[src/rtl/cache_control_pkg.sv]
// Shared types and constants for the L1 cache controller and its datapath.
package lc3b_ctypes;

  typedef enum logic [1:0] {
    IDLE_HIT  = 2'd0,
    WRITEBACK = 2'd1,
    ALLOCATE  = 2'd2
  } cache_ctrl_state_t;

  // 0 selects the pmem fill line, 1 selects the CPU-merged line.
  typedef logic lc3b_cache_inmux_sel;

  localparam logic [1:0] CADDR_CPU = 2'd0;
  localparam logic [1:0] CADDR_WB0 = 2'd1;
  localparam logic [1:0] CADDR_WB1 = 2'd2;

endpackage

[src/rtl/cache_perf_counter.sv]
// Wrapping up-counter with synchronous reset, used for cache hit/miss statistics.
module cache_perf_counter #(
  parameter int unsigned CNT_W = 16
) (
  input  logic             clk,
  input  logic             reset,
  input  logic             inc,
  output logic [CNT_W-1:0] count
);

  always_ff @(posedge clk) begin
    if (reset)
      count <= '0;
    else if (inc)
      count <= count + 1'b1;
  end

endmodule

[src/rtl/cache_control.sv]
// Sequencing FSM for the two-way write-back, write-allocate L1 cache datapath:
// drives array write enables, mux selects, CPU and pmem handshakes, perf counters.
module cache_control
  import lc3b_ctypes::*;
#(
  parameter int unsigned CNT_W = 16
) (
  input  logic                clk,
  input  logic                reset,
  input  logic                mem_read,
  input  logic                mem_write,
  output logic                mem_resp,
  output logic                pmem_read,
  output logic                pmem_write,
  input  logic                pmem_resp,
  input  logic                hit0,
  input  logic                hit1,
  input  logic                lru_out,
  input  logic                dirty_out0,
  input  logic                dirty_out1,
  output lc3b_cache_inmux_sel inmux_sel,
  output logic                data0_write,
  output logic                data1_write,
  output logic                tag0_write,
  output logic                tag1_write,
  output logic                dirty0_write,
  output logic                dirty1_write,
  output logic                valid0_write,
  output logic                valid1_write,
  output logic                lru_write,
  output logic [1:0]          addrmux_sel,
  output logic [CNT_W-1:0]    perf_hits,
  output logic [CNT_W-1:0]    perf_misses
);

  cache_ctrl_state_t state, state_next;
  logic victim_q;
  logic missed_q;

  logic req;
  logic hit;
  logic victim_dirty;
  logic miss_detect;
  logic hit_count_inc;

  assign req          = mem_read | mem_write;
  assign hit          = hit0 | hit1;
  assign victim_dirty = lru_out ? dirty_out1 : dirty_out0;
  assign miss_detect  = !reset && (state == IDLE_HIT) && req && !hit;
  assign hit_count_inc = mem_resp && !missed_q;

  always_ff @(posedge clk) begin
    if (reset) begin
      state    <= IDLE_HIT;
      victim_q <= 1'b0;
      missed_q <= 1'b0;
    end else begin
      state <= state_next;
      if (miss_detect) begin
        victim_q <= lru_out;
        missed_q <= 1'b1;
      end else if (mem_resp) begin
        missed_q <= 1'b0;
      end
    end
  end

  always_comb begin
    state_next = state;
    case (state)
      IDLE_HIT:  if (req && !hit) state_next = victim_dirty ? WRITEBACK : ALLOCATE;
      WRITEBACK: if (pmem_resp)   state_next = ALLOCATE;
      ALLOCATE:  if (pmem_resp)   state_next = IDLE_HIT;
      default:                    state_next = IDLE_HIT;
    endcase
  end

  // Outputs are gated by reset so an abandoned pmem transaction drops at once.
  always_comb begin
    mem_resp     = 1'b0;
    pmem_read    = 1'b0;
    pmem_write   = 1'b0;
    inmux_sel    = 1'b0;
    data0_write  = 1'b0;
    data1_write  = 1'b0;
    tag0_write   = 1'b0;
    tag1_write   = 1'b0;
    dirty0_write = 1'b0;
    dirty1_write = 1'b0;
    valid0_write = 1'b0;
    valid1_write = 1'b0;
    lru_write    = 1'b0;
    addrmux_sel  = CADDR_CPU;
    if (!reset) begin
      case (state)
        IDLE_HIT: begin
          if (req && hit) begin
            mem_resp  = 1'b1;
            lru_write = 1'b1;
            if (mem_write) begin
              inmux_sel = 1'b1;
              if (hit0) begin
                data0_write  = 1'b1;
                dirty0_write = 1'b1;
              end else begin
                data1_write  = 1'b1;
                dirty1_write = 1'b1;
              end
            end
          end
        end
        WRITEBACK: begin
          pmem_write  = 1'b1;
          addrmux_sel = victim_q ? CADDR_WB1 : CADDR_WB0;
        end
        ALLOCATE: begin
          pmem_read   = 1'b1;
          addrmux_sel = CADDR_CPU;
          if (pmem_resp) begin
            if (victim_q) begin
              data1_write  = 1'b1;
              tag1_write   = 1'b1;
              valid1_write = 1'b1;
              dirty1_write = 1'b1;
            end else begin
              data0_write  = 1'b1;
              tag0_write   = 1'b1;
              valid0_write = 1'b1;
              dirty0_write = 1'b1;
            end
          end
        end
        default: ;
      endcase
    end
  end

  cache_perf_counter #(.CNT_W(CNT_W)) u_hit_cnt (
    .clk   (clk),
    .reset (reset),
    .inc   (hit_count_inc),
    .count (perf_hits)
  );

  cache_perf_counter #(.CNT_W(CNT_W)) u_miss_cnt (
    .clk   (clk),
    .reset (reset),
    .inc   (miss_detect),
    .count (perf_misses)
  );

endmodule

[config.mk]
export PLATFORM = sky130hd
export DESIGN_NAME = cache_control
export DESIGN_NICKNAME = d
export VERILOG_FILES = /design/src/rtl/cache_control_pkg.sv /design/src/rtl/cache_perf_counter.sv /design/src/rtl/cache_control.sv
export SDC_FILE = /design/constraint.sdc
export NUM_CORES = 1
export LEC_CHECK = 0
export BUFFER_PORTS_ARGS = -buffer_cell sky130_fd_sc_hd__buf_2
export CELL_PAD_IN_SITES_DETAIL_PLACEMENT = 2
export CELL_PAD_IN_SITES_GLOBAL_PLACEMENT = 2
export CORE_ASPECT_RATIO = 0.5
export CORE_MARGIN = 3
export CORE_UTILIZATION = 32
export CTS_CLUSTER_DIAMETER = 100
export DETAILED_ROUTE_END_ITERATION = 6
export GPL_TIMING_DRIVEN = 0
export MAX_ROUTING_LAYER = met4
export PLACE_DENSITY_LB_ADDON = 0.1
export SLEW_MARGIN = 20
export SYNTH_ARGS = -nofsm -noshare
export SYNTH_HDL_FRONTEND = slang
export SYNTH_SLANG_ARGS = --single-unit
[constraint.sdc]
create_clock -name clk -period 4.7 [get_ports clk]
set_input_delay 0.705 -clock clk [delete_from_list [all_inputs] [get_ports clk]]
set_output_delay 0.705 -clock clk [all_outputs]
set_load 0.03 [all_outputs]
# After elaboration in Yosys (flattened, before gate mapping)
# Index checks and enable logic that the tools add are counted.
[totals]
reg_bits = 36
output_inout_bits = 47
inputBits = 10
[classes]
reduce_logical = 12
add_sub_neg = 2
n_mux = 40
n_bitwise = 2
n_eq_ne = 5
[op_table]
columns = ["cell", "n"]
rows = [
  ["adder 16 x 1 -> 16 bit, second input constant", 2],
  ["two-way mux 1 bit", 30],
  ["two-way mux 2 bit", 7],
  ["logical AND 1 bit", 6],
  ["one-hot mux 2 bit (3 select lines)", 1],
  ["!= test 2 bit, second input constant", 2],
  ["one-hot mux 1 bit (2 select lines)", 2],
  ["logical NOT 1 bit", 3],
  ["AND reduction 3 bit", 1],
  ["equality test 2 x 1 -> 1 bit, second input constant", 1],
  ["equality test 2 bit, second input constant", 1],
  ["logical NOT 2 bit", 1],
  ["!= test 2 x 1 -> 1 bit, second input constant", 1],
  ["OR 1 bit", 2],
  ["nonzero test 2 bit", 1],
]

# Longest topological paths before layout
# Gate-level depths: netlist of run 1.
[logic_depth]
word_depth = 7
depth_mapped = 7
ltp_nobuf = 5

# By module
# From an unflattened synthesis of run 1, not the netlist that was laid out.
[unflattened]
hier_cells = 211
hier_area_um2 = 1875.5
[modules_own_cells]
columns = ["module", "seq_area_each_um2", "area_each_um2", "n_inst", "cells_per_inst"]
rows = [
  ["cache_perf_counter", 320.3, 757.0, 2, 83],
  ["cache_control", 80.1, 361.6, 1, 45],
]

# Worst setup path after synthesis of run 1
# OpenSTA, ideal clock, no wires.
[synth_timing]
path_kind = "input to output"
start = "in reset"
end = "out dirty1_write"
path_buffers = 3
path_slack_ps = 1891
arrival_time_ps = 2104
stages = 4
cell_sequence = "buf_2 -> buf_1 -> nor3_1 -> buf_4"
[synth_between]
elab_chain_cells = 1
[synth_lines]
columns = ["item", "line", "text"]
rows = [
  ["start, declared", "cache_control.sv:9", "input logic reset,"],
  ["two-way mux 1 bit", "--", ""],
  ["end, declared", "cache_control.sv:27", "output logic dirty1_write,"],
]
# Every way passes these cells.

# Worst setup path in the final report of run 1
[layout_timing]
start = "in reset"
end = "out dirty1_write"
[layout_between]
elab_chain_cells = 1
[layout_lines]
columns = ["item", "line", "text"]
rows = [
  ["two-way mux 1 bit", "cache_control.sv:94", "if (!reset) begin"],
]
# Every way passes these cells.

==> out/qor.yml, run 1 <==
place:
  hpwlAfterDp_mm: 4.72
  place_inst: 355
  gp_congestion: 0.792
  numPortBuffers: 56
worst_hold_path:
  hold_class: "flop to flop"
  hold-path-cell-count: 2
  hp-start: "u_hit_cnt.count[15]"
  hold_end: "u_hit_cnt.count[15]"
global_routing:
  top_usage_layer: "met2"
  grt_pass1_vias: 2064
  grt_pass1_wl_mm: 10.4
  grt_max_degree: 11
  antenna_found_initial: 0
  globalRoute.totalOverflow: 0
  grtUsageMet2_pct: 36.1
  met1_usage_pct: 22.4
  met3_usage_pct: 4.81
  grtUsageTotal_pct: 19.9
yosys:
  syn_nets: 238
  synth_top_family_by_area: "simple AND/OR/NAND/NOR gates"
  synth_cells: 226
  synth.top_cells.by_area: "dfxtp_1 (37%), a21oi_1 (3.9%), nand2_1 (3.7%)"
  ys_ff_latch: 36
  synthAdderAreaFrac_pct: 1.29
  ys_seq_area_share_pct: 37.1
  synth_top_area_share_pct: 37.1
  yosys.cell_types.count: 51
  ys_warn_count: 0
  synth_top_cell_by_area: "dfxtp_1"
  synth_edf_count: 0
  synth_ff_type: "dfxtp_1"
  synth_async_sr_flop_share_pct: 0
  synthesis.area_um2: 1940
  muxShareOfSynthArea_pct: 1.87
  synthXorXnorAreaFrac_pct: 4.05
  synth_area_per_cell_um2: 8.60
  synth_simple_gate_area_share_pct: 32.9
  synth_compound_area_share_pct: 16.2
sta:
  worst_clock_skew_ns: 0.00214
  relSlewSlack_pct: 54.0
  finalCritPeriodShare_pct: 56.7
  finalSetupViolCount: 0
  hold_violations: 0
  period_needed_ns: 2.66
  fin_tns_setup_ns: 0
  fmax_ghz: 0.375
  rsz0062_at_grt: "no"
  worst_pin_slew_ns: 0.691
  drv_slew: 0
setup_path:
  rrSetupSlack_ns: 2.74
  crit_family: "buffers and inverters"
  path_cells: "buf_2 -> buf_2 -> buf_1 -> nor3_1 -> buf_4 -> buf_2"
  crit_type: "input pin to primary output"
  cp.arrival_ns: 1.96
  cp.buffers_inverters: 5
  critPathMaxFanout: 10
  cp_slowest_cell: "buf_1"
  reg2reg_to: "u_miss_cnt.count[13]"
  cp_slowest_stage_delay_ns: 0.43
  cpMostUsedCell: "buf_2"
  r2r-start: "state[0]"
  crit_path_end_kind: "primary output"
  reg2regPathDepth: 7
  required_ns: 3.99
  start_kind: "input pin"
cts:
  post_cts_buffers: 0
  numCtsBuffers: 5
  post_cts_resize_count: 0
  hold_buffers: 0
  cts.sinks: 36
  clk_latency_ns: 0.28
  htreeDepth: 2
  clockBufferDepth: 2
  clockRootBuffer: "clkbuf_16"
  clk_pin_slew_ns: 0.06
  cts_tree: "built"
routing:
  vias_per_cell: 5.51
  wl_mm: 6.56
  ant_nets: 0
  vias: 1996
  drtIter0Drc: 97
  drtPass1Iterations: 4
  drc_errors: 0
  avgRoutedWirePerCell_um: 18.1
power_and_ir_drop:
  ir_drop_v: 0.000111
  pwr_density_cell_nw_per_um2: 303
  p_leak_nw: 1.02
layout:
  nets: 301
  diodes: 0
  synthToLayoutAreaGrowth_pct: 27.0
  layout-drive-gt1-share_pct: 28.7
  n_fill_cell: 655
  fin_cells: 362
floorplan:
  ios: 57
  core.rowCount: 19
  core_um2: 5680
  die-area_um2: 7100
  die_w_um: 116
  start_util_pct: 34.2
  die_h_um: 61.1
outcome:
  outcome: "completed"
job:
  cap_violations: 0
-- worst max-delay path by stage --
stage / end / depth (start not counted) / slack [ns] / startpoint
after detailed placement: dirty1_write / 6 / 2.04 / reset
after CTS: dirty1_write / 6 / 2.01 / reset
after global placement: dirty1_write / 6 / 2.04 / reset
final: dirty1_write / 6 / 2.04 / reset
after global routing: dirty1_write / 6 / 1.90 / reset
after floorplan: dirty1_write / 4 / 1.89 / reset
-- per-stage QoR --
| stage | cell area (um2) | util, % | worst slack [ns] | power [mW] | hold WS (ns) |
|---|---|---|---|---|---|
| after global routing | 2470 | 43.4 | 1.90 | 0.778 | 0.520 |
| after detailed placement | 2320 | 40.8 | 2.04 | 0.399 | 0.478 |
| after CTS | 2470 | 43.4 | 2.01 | 0.753 | 0.491 |
| final | 2470 | 43.4 | 2.04 | 0.747 | 0.486 |
| after global placement | 2320 | 40.8 | 2.04 | 0.396 | 0.465 |
| after floorplan | 1940 | - | 1.89 | 0.372 | 0.478 |
-- cells by family (layout without fill, tap and decap cells) --
logic type,Yosys count,in the layout
AO/OA/AOI/OAI,47,47
XOR/XNOR,9,9
adder cells (fa/ha/maj),2,2
flip-flops,36,36
buffers and inverters,24,87
AND/OR/NAND/NOR,105,105
multiplexers,3,3
-- area by class of cell --
type,count,area [um2],share of cell area [%]
flip-flops and latches,36,721,29.2
multi-input cells,166,1090,44.3
inverters,7,26.3,1.06
repair buffers,56,280,11.4
clock buffers,7,153,6.18
well taps,73,91.3,3.70
plain buffers,17,103,4.16
-- where the power goes --
| part | internal, mW | leakage, nW | switching, mW |
|---|---|---|---|
| clock | 0.223 | 0.0760 | 0.132 |
| combinational | 0.0250 | 0.649 | 0.0517 |
| sequential | 0.309 | 0.291 | 0.00610 |
| total | 0.557 | 1.02 | 0.190 |
-- synthesized netlist by cell type (3+ instances only) --
| cell type | instances |
|---|---|
| xnor2_1 | 6 |
| o41ai_1 | 7 |
| and3_1 | 5 |
| nand4_1 | 10 |
| nor2b_1 | 4 |
| a21oi_1 | 15 |
| nand2_1 | 19 |
| and2_1 | 5 |
| o21ai_0 | 4 |
| nor2_1 | 17 |
| buf_1 | 3 |
| inv_1 | 7 |
| xor2_1 | 3 |
| and4_1 | 3 |
| dfxtp_1 | 36 |
| nand3_1 | 11 |
| o311ai_1 | 4 |
| o31ai_1 | 8 |
| buf_4 | 5 |
| clkbuf_1 | 3 |
| buf_2 | 4 |
| or4_1 | 9 |
-- sequential cells by signal, indices dropped and copies added (netlist names) --
signal and count:
victim_q 1, u_miss_cnt.count 16, u_hit_cnt.count 16, state 2, missed_q 1
-- cell usage in the layout (no fill, tap or decap), drive strengths merged, types with 5 or more instances in the layout --
master  synthesis  layout
a21oi          15      15
o21ai           6       6
nand4          10      10
and3            5       5
nor2           18      18
and2            5       5
inv             7       7
xnor2           6       6
or4             9       9
clkbuf          3      10
nand3          12      12
o41ai           7       7
o31ai           8       8
dfxtp          36      36
buf            14      70
nand2          19      19
-- metal layers --
metal / vias up / wire (um)
met1: 984 / 2920
met2: 28 / 3370
met5: - / 0
li1: 976 / -
met4: 0 / 74
met3: 8 / 198
-- tightest hold or removal path, stage by stage (launching register included) --
cell	delay, ns
dfxtp_1	0.32
o31ai_1	0.06
a21oi_1	0.06
(Power assumes the default switching activity.)
==> run 2, diff against run 1 <==
Settings changed: CORE_UTILIZATION 32 to 27.
Clock period 4.7 ns to 2.25 ns, I/O delays scaled along.
==> out/qor.yml, run 2 (same netlist as run 1, synthesis figures left out) <==
sta:
  fmax_ghz: 0.478
  period_needed_ns: 2.09
  hold_violations: 0  # unchanged
  worst_pin_slew_ns: 0.674  # -0.0162 ns
  finalSetupViolCount: 0  # unchanged
  finalCritPeriodShare_pct: 93.0
  setup_slack_ns: 0.157  # -1.88 ns
  drv_slew: 0  # unchanged
  fin_tns_setup_ns: 0  # unchanged
  worst_clock_skew_ns: 0.00291  # +0.000769 ns
  rsz0062_at_grt: "no"
  relSlewSlack_pct: 55.0  # +1.1 points
global_routing:
  grt_pass1_wl_mm: 10.6  # +1.8%
  grt_max_degree: 11  # unchanged
  antenna_found_initial: 0  # unchanged
  globalRoute.totalOverflow: 0  # unchanged
  grtUsageTotal_pct: 16.5  # -3.4 points
  grt_pass1_vias: 2083  # +0.92%
setup_path:
  crit_path_end_kind: "primary output"
  crit_type: "flop to primary output"
  start_kind: "flop"
  critPathMaxFanout: 10  # unchanged
  required_ns: 1.91  # -2.08 ns
  cp.arrival_ns: 1.76  # -0.20 ns
place:
  numPortBuffers: 56  # unchanged
  gp_congestion: 0.715  # -9.7%
  post-place-ws_ns: 0.0903  # -1.95 ns
  place_inst: 374  # +5.4%
  hpwlAfterDp_mm: 4.62  # -2.1%
power_and_ir_drop:
  p_switching_uw: 393  # +110%
  comb_power_share_pct: 10.4  # about the same
  p_clk_share_pct: 46.7  # -0.8 points
  p_leak_nw: 1.02  # +0.15%
  swShare_pct: 25.6  # +0.18 points
  internal_power_mw: 1.14  # +100%
  ir_drop_v: 0.000252  # +130%
  share_seq_of_total_power_pct: 42.9  # +0.7 points
  pwr_density_cell_nw_per_um2: 614  # +100%
layout:
  diodes: 0  # unchanged
  reg_top3: "u_hit_cnt.count (16), u_miss_cnt.count (16), state (2)"
  synthToLayoutAreaGrowth_pct: 28.5
  most-common-layout-cells: "buf_2 (60), dfxtp_1 (36), nand2_1 (19)"
  nets: 301  # unchanged
  final_core_util_pct: 36.6  # -6.9 points
  layout-drive-gt1-share_pct: 29.3  # +0.59 points
  fin_cells: 382  # +5.5%
  layout_commonest_cell: "buf_2"
routing:
  wl_mm: 6.29  # -4.2%
  ant_nets: 0  # unchanged
  drtPass1Iterations: 4  # unchanged
  avgRoutedWirePerCell_um: 16.5  # -9.2%
  drtIter0Drc: 71  # -27%
  drc_errors: 0  # unchanged
  vias: 2000  # +0.20%
  vias_per_cell: 5.24  # -5.0%
floorplan:
  core_um2: 6830  # +20%
  start_util_pct: 28.5  # -5.8 points
  die_h_um: 66.0  # +8.0%
  ios: 57  # unchanged
  die-area_um2: 8320  # +17%
  core.rowCount: 21  # +2
  die_w_um: 126  # +8.4%
cts:
  clk_pin_slew_ns: 0.06  # about the same
  clockRootBuffer: "clkbuf_16"
  post_cts_buffers: 0  # unchanged
  htreeDepth: 2  # unchanged
  cts_tree: "built"
  hold_buffers: 0  # unchanged
  cts.sinks: 36  # unchanged
  clockBufferDepth: 2  # unchanged
  numCtsBuffers: 5  # unchanged
  clk_latency_ns: 0.28  # about the same
job:
  cap_violations: 0  # unchanged
worst_hold_path:
  hold_class: "input pin to flop"
outcome:
  outcome: "completed"
==> run 2: critical path, cell delays in order, from the launching register on <==
cell and delay (ns):
dfxtp_1 0.36, clkbuf_2 0.22, nor4bb_2 0.35, a31oi_1 0.08, nor3_2 0.15, buf_4 0.13
buf_2 0.18
==> run 2: timing repair <==
item / 4_1_cts / 5_1_grt
resized for setup: 0 / 4
setup endpoints to repair: 0 / 2
hold endpoints to repair: 0 / 0
==> run 2: layout make-up <==
| cell class | count | area (um2) |
|---|---|---|
| sequential | 36 | 721 |
| multi-input combinational | 166 | 1110 |
| tap | 92 | 115 |
| buffer | 17 | 104 |
| timing repair buffer | 56 | 280 |
| clock buffer | 8 | 146 |
| fill | 815 | 4330 |
| inverter | 7 | 26.3 |
==> run 2: stage by stage <==
stage / instance area [um2] / hold WS (ns) / power [mW]
floorplan: 1940 / 0.436 / 0.778
global placement: 2340 / 0.463 / 0.829
detailed placement: 2340 / 0.479 / 0.833
CTS: 2490 / 0.269 / 1.56
global route: 2500 / 0.294 / 1.62
finish: 2500 / 0.274 / 1.53
==> run 2: routing by layer <==
metal  global-route usage (%)  share of wire [%]  vias up
met3                     4.27                3.4        5
met5                        -                  0        -
met2                     27.9                 48       26
met1                     19.8                 48      992
met4                     4.41               0.76        0
li1                         -                  -      977
==> run 2: final timing paths <==
path | slack (ns) | endpoint | cells past startpoint | from
worst max-delay path | 0.16 | dirty1_write | 6 | state[1]
worst min-delay path | 0.27 | victim_q | 3 | lru_out
worst max register to register | 0.31 | u_miss_cnt.count[13] | 7 | state[0]
worst min register to register | 0.49 | u_hit_cnt.count[15] | 2 | u_hit_cnt.count[15]
==> run 2: power by group through the flow <==
stage	Clock (mW)	Sequential (mW)	Combinational, mW
global route	0.776	0.661	0.178
global placement	0	0.672	0.157
CTS	0.736	0.659	0.161
detailed placement	0	0.673	0.160
finish	0.716	0.659	0.160
floorplan	0	0.679	0.0991
